File: config.mk
export PLATFORM = sky130hd
export DESIGN_NAME = elevator_call_scheduler
export DESIGN_NICKNAME = d
export VERILOG_FILES = /design/src/rtl/elevator_pkg.sv /design/src/rtl/elevator_call_latch.sv /design/src/rtl/elevator_call_scheduler.sv
export SDC_FILE = /design/constraint.sdc
export NUM_CORES = 1
export LEC_CHECK = 0
export BUFFER_PORTS_ARGS = -buffer_cell sky130_fd_sc_hd__buf_2
export CAP_MARGIN = 20
export CORE_MARGIN = 4
export CORE_UTILIZATION = 47
export CTS_CLUSTER_DIAMETER = 100
export DETAILED_ROUTE_END_ITERATION = 12
export GPL_TIMING_DRIVEN = 0
export PLACE_DENSITY = 0.72
export SLEW_MARGIN = 5
export SYNTH_ARGS = -nofsm -noshare
export SYNTH_HDL_FRONTEND = slang
export SYNTH_SLANG_ARGS = --single-unit
File: constraint.sdc
create_clock -name clk -period 2.8 [get_ports clk]
set_input_delay 0.42 -clock clk [delete_from_list [all_inputs] [get_ports clk]]
set_output_delay 0.42 -clock clk [all_outputs]
set_load 0.02 [all_outputs]
File: src/rtl/elevator_pkg.sv
// Shared types, call-bit layout and scheduling helpers for the elevator call scheduler.
package elevator_pkg;

  typedef enum logic [1:0] {
    FLOOR_NONE = 2'b00,
    FLOOR1     = 2'b01,
    FLOOR2     = 2'b10,
    FLOOR3     = 2'b11
  } floor_t;

  typedef enum logic [1:0] {
    DIR_NONE = 2'b00,
    DIR_UP   = 2'b01,
    DIR_DOWN = 2'b10
  } dir_t;

  typedef enum logic [1:0] {
    IDLE,
    DISPATCH,
    TRAVEL,
    DWELL
  } sched_state_t;

  // Call/lamp bit layout: {f3,f2,f1,d3,d2,u2,u1}
  localparam int NUM_CALLS = 7;
  localparam int LAMP_U1   = 0;
  localparam int LAMP_U2   = 1;
  localparam int LAMP_D2   = 2;
  localparam int LAMP_D3   = 3;
  localparam int LAMP_F1   = 4;
  localparam int LAMP_F2   = 5;
  localparam int LAMP_F3   = 6;

  // Groupings of call bits by floor and by kind
  localparam logic [NUM_CALLS-1:0] FLOOR1_CALLS = 7'b0010001;
  localparam logic [NUM_CALLS-1:0] FLOOR2_CALLS = 7'b0100110;
  localparam logic [NUM_CALLS-1:0] FLOOR3_CALLS = 7'b1001000;
  localparam logic [NUM_CALLS-1:0] CAR_CALLS    = 7'b1110000;
  localparam logic [NUM_CALLS-1:0] UP_CALLS     = 7'b0000011;
  localparam logic [NUM_CALLS-1:0] DOWN_CALLS   = 7'b0001100;
  localparam logic [NUM_CALLS-1:0] END_CALLS    = 7'b0001001;

  typedef struct packed {
    floor_t floor;
    dir_t   dir;
    dir_t   next_dir;
  } target_t;

  // Per-floor vectors use bit 0 = floor 1 .. bit 2 = floor 3
  function automatic floor_t lowest_floor(input logic [2:0] v);
    if (v[0])      return FLOOR1;
    else if (v[1]) return FLOOR2;
    else           return FLOOR3;
  endfunction

  function automatic floor_t highest_floor(input logic [2:0] v);
    if (v[2])      return FLOOR3;
    else if (v[1]) return FLOOR2;
    else           return FLOOR1;
  endfunction

  // SCAN target: keep going the current way, else reverse, else serve here
  function automatic target_t pick_target(input logic [NUM_CALLS-1:0] calls,
                                          input floor_t cur, input dir_t dir);
    logic [2:0] car, up, dn, any_call, here, above, below;
    logic [2:0] up_near, up_far, dn_near, dn_far;
    logic       go_up, go_down;
    target_t    t;
    car      = calls[LAMP_F3:LAMP_F1];
    up       = {1'b0, calls[LAMP_U2], calls[LAMP_U1]};
    dn       = {calls[LAMP_D3], calls[LAMP_D2], 1'b0};
    any_call = car | up | dn;
    case (cur)
      FLOOR1:  begin here = 3'b001; above = 3'b110; below = 3'b000; end
      FLOOR2:  begin here = 3'b010; above = 3'b100; below = 3'b001; end
      default: begin here = 3'b100; above = 3'b000; below = 3'b011; end
    endcase
    up_near = (car | up) & above;
    up_far  = dn & above;
    dn_near = (car | dn) & below;
    dn_far  = up & below;
    go_up   = |{up_near, up_far};
    go_down = |{dn_near, dn_far};

    t.floor    = cur;
    t.dir      = DIR_NONE;
    t.next_dir = dir;
    if (dir == DIR_NONE) begin
      if (!(|(any_call & here))) begin
        t.floor    = lowest_floor(any_call);
        t.dir      = (t.floor > cur) ? DIR_UP : DIR_DOWN;
        t.next_dir = t.dir;
      end
    end else if ((dir == DIR_UP && go_up) || (dir == DIR_DOWN && !go_down && go_up)) begin
      t.floor    = (|up_near) ? lowest_floor(up_near) : highest_floor(up_far);
      t.dir      = DIR_UP;
      t.next_dir = DIR_UP;
    end else if (go_down) begin
      t.floor    = (|dn_near) ? highest_floor(dn_near) : lowest_floor(dn_far);
      t.dir      = DIR_DOWN;
      t.next_dir = DIR_DOWN;
    end
    return t;
  endfunction

  // Calls satisfied by stopping at floor f while heading d
  function automatic logic [NUM_CALLS-1:0] served_mask(input logic [NUM_CALLS-1:0] calls,
                                                       input floor_t f, input dir_t d);
    logic [NUM_CALLS-1:0] at_floor, above, below, m;
    case (f)
      FLOOR1:  begin at_floor = FLOOR1_CALLS; above = FLOOR2_CALLS | FLOOR3_CALLS; below = '0; end
      FLOOR2:  begin at_floor = FLOOR2_CALLS; above = FLOOR3_CALLS; below = FLOOR1_CALLS; end
      default: begin at_floor = FLOOR3_CALLS; above = '0; below = FLOOR1_CALLS | FLOOR2_CALLS; end
    endcase
    case (d)
      DIR_UP: begin
        m = at_floor & (CAR_CALLS | UP_CALLS);
        if (!(|(calls & above))) m = m | (at_floor & DOWN_CALLS);
      end
      DIR_DOWN: begin
        m = at_floor & (CAR_CALLS | DOWN_CALLS);
        if (!(|(calls & below))) m = m | (at_floor & UP_CALLS);
      end
      default: m = at_floor;
    endcase
    return m | (at_floor & END_CALLS);
  endfunction

endpackage

File: src/rtl/elevator_call_latch.sv
// Rising-edge detection and set/clear holding registers for the seven calls.
module elevator_call_latch
  import elevator_pkg::*;
(
  input  logic                 clk,
  input  logic                 rst_n,
  input  logic [NUM_CALLS-1:0] buttons,
  input  logic [NUM_CALLS-1:0] clr,
  output logic [NUM_CALLS-1:0] lamps
);

  logic [NUM_CALLS-1:0] btn_q;
  logic [NUM_CALLS-1:0] rise;

  assign rise = buttons & ~btn_q;

  // Track button history and hold calls; a same-cycle press beats the clear
  always_ff @(posedge clk or negedge rst_n) begin
    if (!rst_n) begin
      btn_q <= '0;
      lamps <= '0;
    end else begin
      // NOTE: non-blocking so every register here sees pre-edge values of the others.
      btn_q <= buttons;
      lamps <= (lamps & ~clr) | rise;
    end
  end

endmodule

File: src/rtl/elevator_call_scheduler.sv
// SCAN call scheduler: latches calls, picks targets, and handshakes one command at a time.
module elevator_call_scheduler
  import elevator_pkg::*;
#(
  parameter int unsigned DWELL_CYCLES = 10
) (
  input  logic       clk,
  input  logic       rst_n,
  input  logic       u1,
  input  logic       u2,
  input  logic       d2,
  input  logic       d3,
  input  logic       f1,
  input  logic       f2,
  input  logic       f3,
  input  logic [1:0] fs,
  input  logic       cmd_ready,
  input  logic       arrive,
  output logic       cmd_valid,
  output logic [1:0] cmd_floor,
  output logic [1:0] cmd_dir,
  output logic [6:0] lamps
);

  localparam logic [7:0] DWELL_LOAD = 8'(DWELL_CYCLES - 1);

  sched_state_t         state;
  floor_t               cur_floor;
  floor_t               cmd_floor_r;
  dir_t                 cur_dir;
  dir_t                 cmd_dir_r;
  logic [7:0]           dwell_cnt;
  logic [NUM_CALLS-1:0] buttons;
  logic [NUM_CALLS-1:0] clr_mask;
  target_t              next_target;
  logic                 calls_pending;

  assign buttons       = {f3, f2, f1, d3, d2, u2, u1};
  assign calls_pending = |lamps;
  assign next_target   = pick_target(lamps, cur_floor, cur_dir);
  assign cmd_floor     = cmd_floor_r;
  assign cmd_dir       = cmd_dir_r;

  elevator_call_latch u_call_latch (
    .clk     (clk),
    .rst_n   (rst_n),
    .buttons (buttons),
    .clr     (clr_mask),
    .lamps   (lamps)
  );

  // Clear mask is only live on the arrive cycle of a trip
  always_comb begin
    // NOTE: default first so no path leaves clr_mask unassigned, avoiding a latch.
    clr_mask = '0;
    if (state == TRAVEL && arrive) clr_mask = served_mask(lamps, cmd_floor_r, cmd_dir_r);
  end

  // Last known floor; holds while the car is between floors
  always_ff @(posedge clk or negedge rst_n) begin
    if (!rst_n)              cur_floor <= FLOOR1;
    else if (fs != 2'b00)    cur_floor <= floor_t'(fs);
  end

  // Scheduler FSM with registered command outputs
  always_ff @(posedge clk or negedge rst_n) begin
    if (!rst_n) begin
      state       <= IDLE;
      cmd_valid   <= 1'b0;
      cmd_floor_r <= FLOOR1;
      cmd_dir_r   <= DIR_NONE;
      cur_dir     <= DIR_NONE;
      dwell_cnt   <= '0;
    end else begin
      case (state)
        IDLE: begin
          if (calls_pending) begin
            cmd_valid   <= 1'b1;
            cmd_floor_r <= next_target.floor;
            cmd_dir_r   <= next_target.dir;
            cur_dir     <= next_target.next_dir;
            state       <= DISPATCH;
          end
        end
        DISPATCH: begin
          if (cmd_ready) begin
            cmd_valid <= 1'b0;
            state     <= TRAVEL;
          end
        end
        TRAVEL: begin
          if (arrive) begin
            dwell_cnt <= DWELL_LOAD;
            state     <= DWELL;
          end
        end
        DWELL: begin
          if (dwell_cnt != 8'd0) begin
            dwell_cnt <= dwell_cnt - 8'd1;
          end else if (calls_pending) begin
            cmd_valid   <= 1'b1;
            cmd_floor_r <= next_target.floor;
            cmd_dir_r   <= next_target.dir;
            cur_dir     <= next_target.next_dir;
            state       <= DISPATCH;
          end else begin
            cur_dir <= DIR_NONE;
            state   <= IDLE;
          end
        end
        default: state <= IDLE;
      endcase
    end
  end

endmodule

==> results.ini, run 1 <==
[clock_tree]
clk_pin_slew_ns=0.06
cts_tree=built
htree_levels=2
clock_path_buffers=2
post_cts_buffers=0
numCtsBuffers=5
post_cts_resized=0
cts_root_buf=clkbuf_8
holdBufCountCts=0
cts_sinks=33
insertion_delay_ns=0.28

[synthesis]
synthDistinctLibCells=44
ys_seq_area_frac=0.427
ys_ff_latch=33
synthFlopType=dfrtp_1
yosys.area.top_type=dfrtp_1
post-synth-top-count-cell=dfrtp_1
synthArstFlopShare=1.00
synth.avg_cell_area_um2=9.41
yosys-top-cells-count=dfrtp_1, inv_1, nand2_1, ha_1, o21ai_0
synthCells=206
synth_top_area_frac=0.400
syn_area_um2=1940
synth_edf_count=0
synth_area_leaders=dfrtp_1, ha_1, inv_1, o21ai_0, nand2_1
syn-num-nets=237
yosysWarnings=0

[worst_setup_path]
cpPeakStageDelay_ns=0.57
critPathArrivalTime_ns=2.67
cp_slowest_cell=dfstp_2
reg2reg_to=cur_dir[0]
crit_fanout=8
r2r_setup_slack_ns=0.34
r2r_cells=7
crit_type=reg -> reg
worstReg2RegStart=cur_floor[0]
path_delay_family=compound AO/OA/AOI/OAI gates
crit_path_end_kind=register
crit_chain=inv_1 > ha_1 > o21ai_0 > o211ai_1 > or4b_1 > a21oi_1 > o21bai_1
crit_buf_inv=1
crit_path_start_kind=register
cp.required_ns=3.01

[floorplanning]
fp-row-count=23
dieArea_um2=5220
io_pins=25
fp.dieH_um=72.2
core_area_um2=4000
die_w_um=72.2
initial_utilization=0.485

[sta]
fin_crit_ns=2.46
clock_skew_ns=0.00313
maxSlewViolCount=0
rsz0062_at_grt=false
setup_tns_ns=0
max_freq_ghz=0.406
post-route-period-util=0.879
slew-limit-headroom=0.508
hold_viol_final=0
worst_slew_pin_slew_ns=0.738
setup_viol=0

[run]
drv_cap=0

[layout]
fill_cells=367
fin_util=0.551
n_antenna_cell=0
final_cells=288
syn_to_final_growth_pct=13.8
fin_nets=268
drive_above_1_share=0.168
final_area_um2=2200

[global_route]
busiest_layer=met2
grtUsageMet1=0.214
grt_pass1_vias=1474
met2_usage=0.249
antenna_found_initial=0
met3_usage=0.0457
grt_pass1_wl_mm=6.56
grtUsageTotal=0.160
grt_overflow=0
grt_max_degree=34

[placement]
globalplace.congestion=0.829
placed_area_um2=2120
dp_cells=280
portBuffers=24
dp_hpwl_mm=2.97

[detailed_routing]
vias=1566
initialDrtViolationCount=72
wl_per_cell_um=13.4
final_antenna_net_count=0
drtPass1Iterations=4
drc_errors=0
vias_per_cell=5.44
drt-total-wl_mm=3.86

[power]
p_total_mw=2.08
powerDensity_nw_per_um2=942
ir_worst_vdd_uv=473
power.leakage_nw=1.04

[run_status]
status=complete, no violations

[worst_hold_path]
hold_path.class=in -> async

[metrics by stage]
step / setup slack [ns] / hold slack, ns
2_1_floorplan: 0.634 / 0.124
3_3_place_gp: 0.375 / 0.402
3_5_place_dp: 0.374 / 0.411
4_1_cts: 0.352 / 0.222
5_1_grt: 0.130 / 0.245
6_report: 0.338 / 0.198
[sequential cells by signal, indices dropped and copies added (netlist names)]
name and count:
dwell_cnt 8, u_call_latch.btn_q 7, u_call_latch.lamps 7, cmd_dir 2, cmd_floor 2, cur_dir 2, cur_floor 2, state 2
cmd_valid 1
[cell families (layout without fill, tap and decap cells)]
| logic type | count (synthesis) | count (layout) | synth area share |
|---|---|---|---|
| buffers and inverters | 26 | 58 | 0.0504 |
| multiplexers | 3 | 3 | 0.0161 |
| XOR/XNOR | 6 | 6 | 0.0271 |
| adder cells (fa/ha/maj) | 18 | 18 | 0.116 |
| flip-flops | 33 | 33 | 0.427 |
| AND/OR/NAND/NOR | 62 | 62 | 0.159 |
| AO/OA/AOI/OAI | 58 | 58 | 0.203 |
[placed cells by master (no fill, tap or decap), types with 5 or more instances in the layout]
cell type  count
nor2_1        14
buf_2         24
nand3_1        9
a21oi_1       10
nand2_1       19
dfrtp_1       31
nor3_1         5
o21ai_0       16
o22ai_1        5
clkbuf_8       5
ha_1          18
inv_1         25
xor2_1         6
[worst reg2reg max path: stages, from the launching register on]
cell      delay, ns
dfstp_2        0.57
inv_1          0.09
ha_1           0.39
o21ai_0        0.22
o211ai_1       0.21
or4b_1         0.54
a21oi_1        0.23
o21bai_1       0.14
[layer usage]
| metal | wire, um | share of wire |
|---|---|---|
| met2 | 1730 | 0.45 |
| met5 | 0 | 0 |
| met4 | 56 | 0.015 |
| met1 | 1840 | 0.48 |
| met3 | 229 | 0.059 |
[power breakdown]
part	total, mW	switching [mW]	internal [mW]
registers	0.824	0.190	0.635
clock network	0.341	0.166	0.176
logic	0.912	0.536	0.376
[worst max-delay path by stage]
stage	start	to	slack [ns]	depth (start not counted)
6_report	cur_floor[0]	cur_dir[0]	0.34	7
2_1_floorplan	u_call_latch.lamps[1]	cur_dir[0]	0.63	8
3_5_place_dp	cur_floor[0]	cur_dir[0]	0.37	7
3_3_place_gp	cur_floor[0]	cur_dir[0]	0.37	7
5_1_grt	u_call_latch.lamps[1]	cur_dir[0]	0.13	8
4_1_cts	cur_floor[0]	cur_dir[0]	0.35	7
[layout make-up]
cell class	instances	area [um2]	area share
Clock buffer	7	76.3	0.0346
Buffer	1	3.75	0.00170
Inverter	25	93.8	0.0426
Tap cell	50	62.6	0.0284
Multi-Input combinational cell	147	1010	0.459
Sequential cell	33	828	0.376
Clock inverter	1	7.51	0.00341
Timing Repair Buffer	24	120	0.0545
No activity file was read; power rests on OpenSTA's default activity.
==> inputs of run 2 (changes only) <==
--- a/config.mk
+++ b/config.mk
@@ -9,11 +9,11 @@
 export CAP_MARGIN = 20
 export CORE_MARGIN = 4
 export CORE_UTILIZATION = 47
+export CTS_BUF_LIST = sky130_fd_sc_hd__clkbuf_8 sky130_fd_sc_hd__clkbuf_16
 export CTS_CLUSTER_DIAMETER = 100
 export DETAILED_ROUTE_END_ITERATION = 12
 export GPL_TIMING_DRIVEN = 0
 export PLACE_DENSITY = 0.72
-export SLEW_MARGIN = 5
 export SYNTH_ARGS = -nofsm -noshare
 export SYNTH_HDL_FRONTEND = slang
 export SYNTH_SLANG_ARGS = --single-unit
==> constraint.sdc (replaced) <==
create_clock -name clk -period 2.45 [get_ports clk]
set_input_delay 0.3675 -clock clk [delete_from_list [all_inputs] [get_ports clk]]
set_output_delay 0.3675 -clock clk [all_outputs]
set_load 0.02 [all_outputs]
==> run 2 against run 1 <==
Die area stayed put. Critical endpoint unchanged. Combinational power increased by 15%. Power increased by 15%. Critical path depth did not move. Clock skew about the same. Largest power group unchanged. Cell area is 0.79% higher. Via count is 0.51% lower. Critical path type unchanged. Utilization up 0.44 points. First-iteration DRC count grew 13%.
==> results.ini, run 2 (same netlist as run 1, synthesis figures left out) <==
[run_status]
status=complete, no violations

[layout]
largest_reg_flops=8
fill_cells=364
top_regs=dwell_cnt (8), u_call_latch.btn_q (7), u_call_latch.lamps (7)
drive_above_1_share=0.181
final_cells=288
final_area_um2=2220
largest_register=dwell_cnt
fin_nets=268
n_antenna_cell=0
final_cell_mix=dfrtp_1, inv_1, buf_2, nand2_1, ha_1
layout_commonest_cell=dfrtp_1
syn_to_final_growth_pct=14.7

[clock_tree]
cts_tree=built
insertion_delay_ns=0.28
clk_pin_slew_ns=0.07
cts_sinks=33
numCtsBuffers=5
htree_levels=2
cts_root_buf=clkbuf_8
post_cts_buffers=0
clock_path_buffers=2

[sta]
setup_viol=0
slew-limit-headroom=0.508
maxSlewViolCount=0
post-route-period-util=0.932
worst_slack_ns=0.166
hold_ws_ns=0.144
max_freq_ghz=0.438
hold_viol_final=0
setup_tns_ns=0
rsz0062_at_grt=false
fin_crit_ns=2.28
clock_skew_ns=0.00322
worst_slew_pin_slew_ns=0.737

[floorplanning]
fp.dieH_um=72.2
io_pins=25
die_w_um=72.2
core_area_um2=4000
dieArea_um2=5220
initial_utilization=0.485
fp-row-count=23

[placement]
dp_hpwl_mm=2.97
globalplace.congestion=0.829
place_ws_ns=0.0242
dp_cells=280
placed_area_um2=2120
portBuffers=24

[worst_setup_path]
cpPeakStageDelay_ns=0.44
crit_type=reg -> reg
crit_fanout=9
critPathArrivalTime_ns=2.49
path_delay_family=simple AND/OR/NAND/NOR gates
worstReg2RegStart=state[1]
crit_path_end_kind=register
crit_path_start_kind=register
cp_slowest_cell=dfrtp_1
cp-startpoint=state[1]
cp.required_ns=2.66
crit_chain=ha_1 > nor4bb_1 > a2bb2oi_1 > or2_2 > clkbuf_1 > a21oi_1 > o21bai_1
crit_buf_inv=1

[detailed_routing]
wl_per_cell_um=13.5
vias_per_cell=5.41
drtPass1Iterations=4
vias=1558
initialDrtViolationCount=81
drc_errors=0
drt-total-wl_mm=3.88
final_antenna_net_count=0

[global_route]
grt_pass1_vias=1474
grt_overflow=0
grt_pass1_wl_mm=6.56
grt_max_degree=34
antenna_found_initial=0
grtUsageTotal=0.160

[power]
ir_worst_vdd_uv=533
powerDensity_nw_per_um2=1070
power.leakage_nw=1.06

[worst_hold_path]
hold_path.class=in -> async

[run]
drv_cap=0

-- run 2: changes by cell type in the layout (fill, tap and decap cells not counted), sizes merged --
| cell | change |
|---|---|
| inv | +2 |
| clkbuf | -2 |
-- run 2: worst paths after layout --
| kind | endpoint | slack [ns] | depth (start not counted) |
|---|---|---|---|
| min in group clk | u_call_latch.btn_q[1] | 0.20 | 1 |
| worst max register to register | cur_dir[0] | 0.17 | 7 |
| worst min-delay path | cur_floor[1] | 0.14 | 1 |
| max in group asynchronous | cmd_floor[1] | 1.83 | 1 |
| worst max-delay path | cur_dir[0] | 0.17 | 7 |
| worst min register to register | u_call_latch.lamps[4] | 0.42 | 1 |
-- run 2: worst reg2reg max path: stages, from the launching register on --
cell and delay [ns]:
dfrtp_1 0.44, ha_1 0.38, nor4bb_1 0.37, a2bb2oi_1 0.15, or2_2 0.29, clkbuf_1 0.20, a21oi_1 0.23, o21bai_1 0.14
-- run 2: metal layers --
layer	vias to the layer above	global-route usage	wire, um
met4	0	0.0564	56
li1	787	-	-
met3	5	0.0457	243
met5	-	0	0
met2	39	0.249	1730
met1	727	0.214	1850
-- run 2: final cells by class --
type	instances	area, um2	share of cell area
Multi-Input combinational cell	147	1030	0.463
Clock buffer	5	68.8	0.0310
Sequential cell	33	828	0.373
Tap cell	50	62.6	0.0282
Clock inverter	3	15.0	0.00676
Buffer	1	3.75	0.00169
Inverter	25	93.8	0.0422
Timing Repair Buffer	24	120	0.0541
-- run 2: stage by stage --
step / util / power, mW
after floorplan: - / 1.69
after detailed placement: 0.530 / 2.00
after CTS: 0.551 / 2.39
after global routing: 0.556 / 2.59
final: 0.556 / 2.38
after global placement: 0.530 / 1.96
-- run 2: power by group --
| group | total, mW | switching, mW | internal, mW | leakage [nW] |
|---|---|---|---|---|
| Clock | 0.382 | 0.190 | 0.192 | 0.0467 |
| Sequential | 0.954 | 0.229 | 0.725 | 0.371 |
| Combinational | 1.05 | 0.614 | 0.432 | 0.646 |
| Total | 2.38 | 1.03 | 1.35 | 1.06 |
-- run 2: repair_timing --
item                                    CTS  global route
resized for setup                         0             5
endpoints found under the setup margin    0             2
hold buffers                              0             0
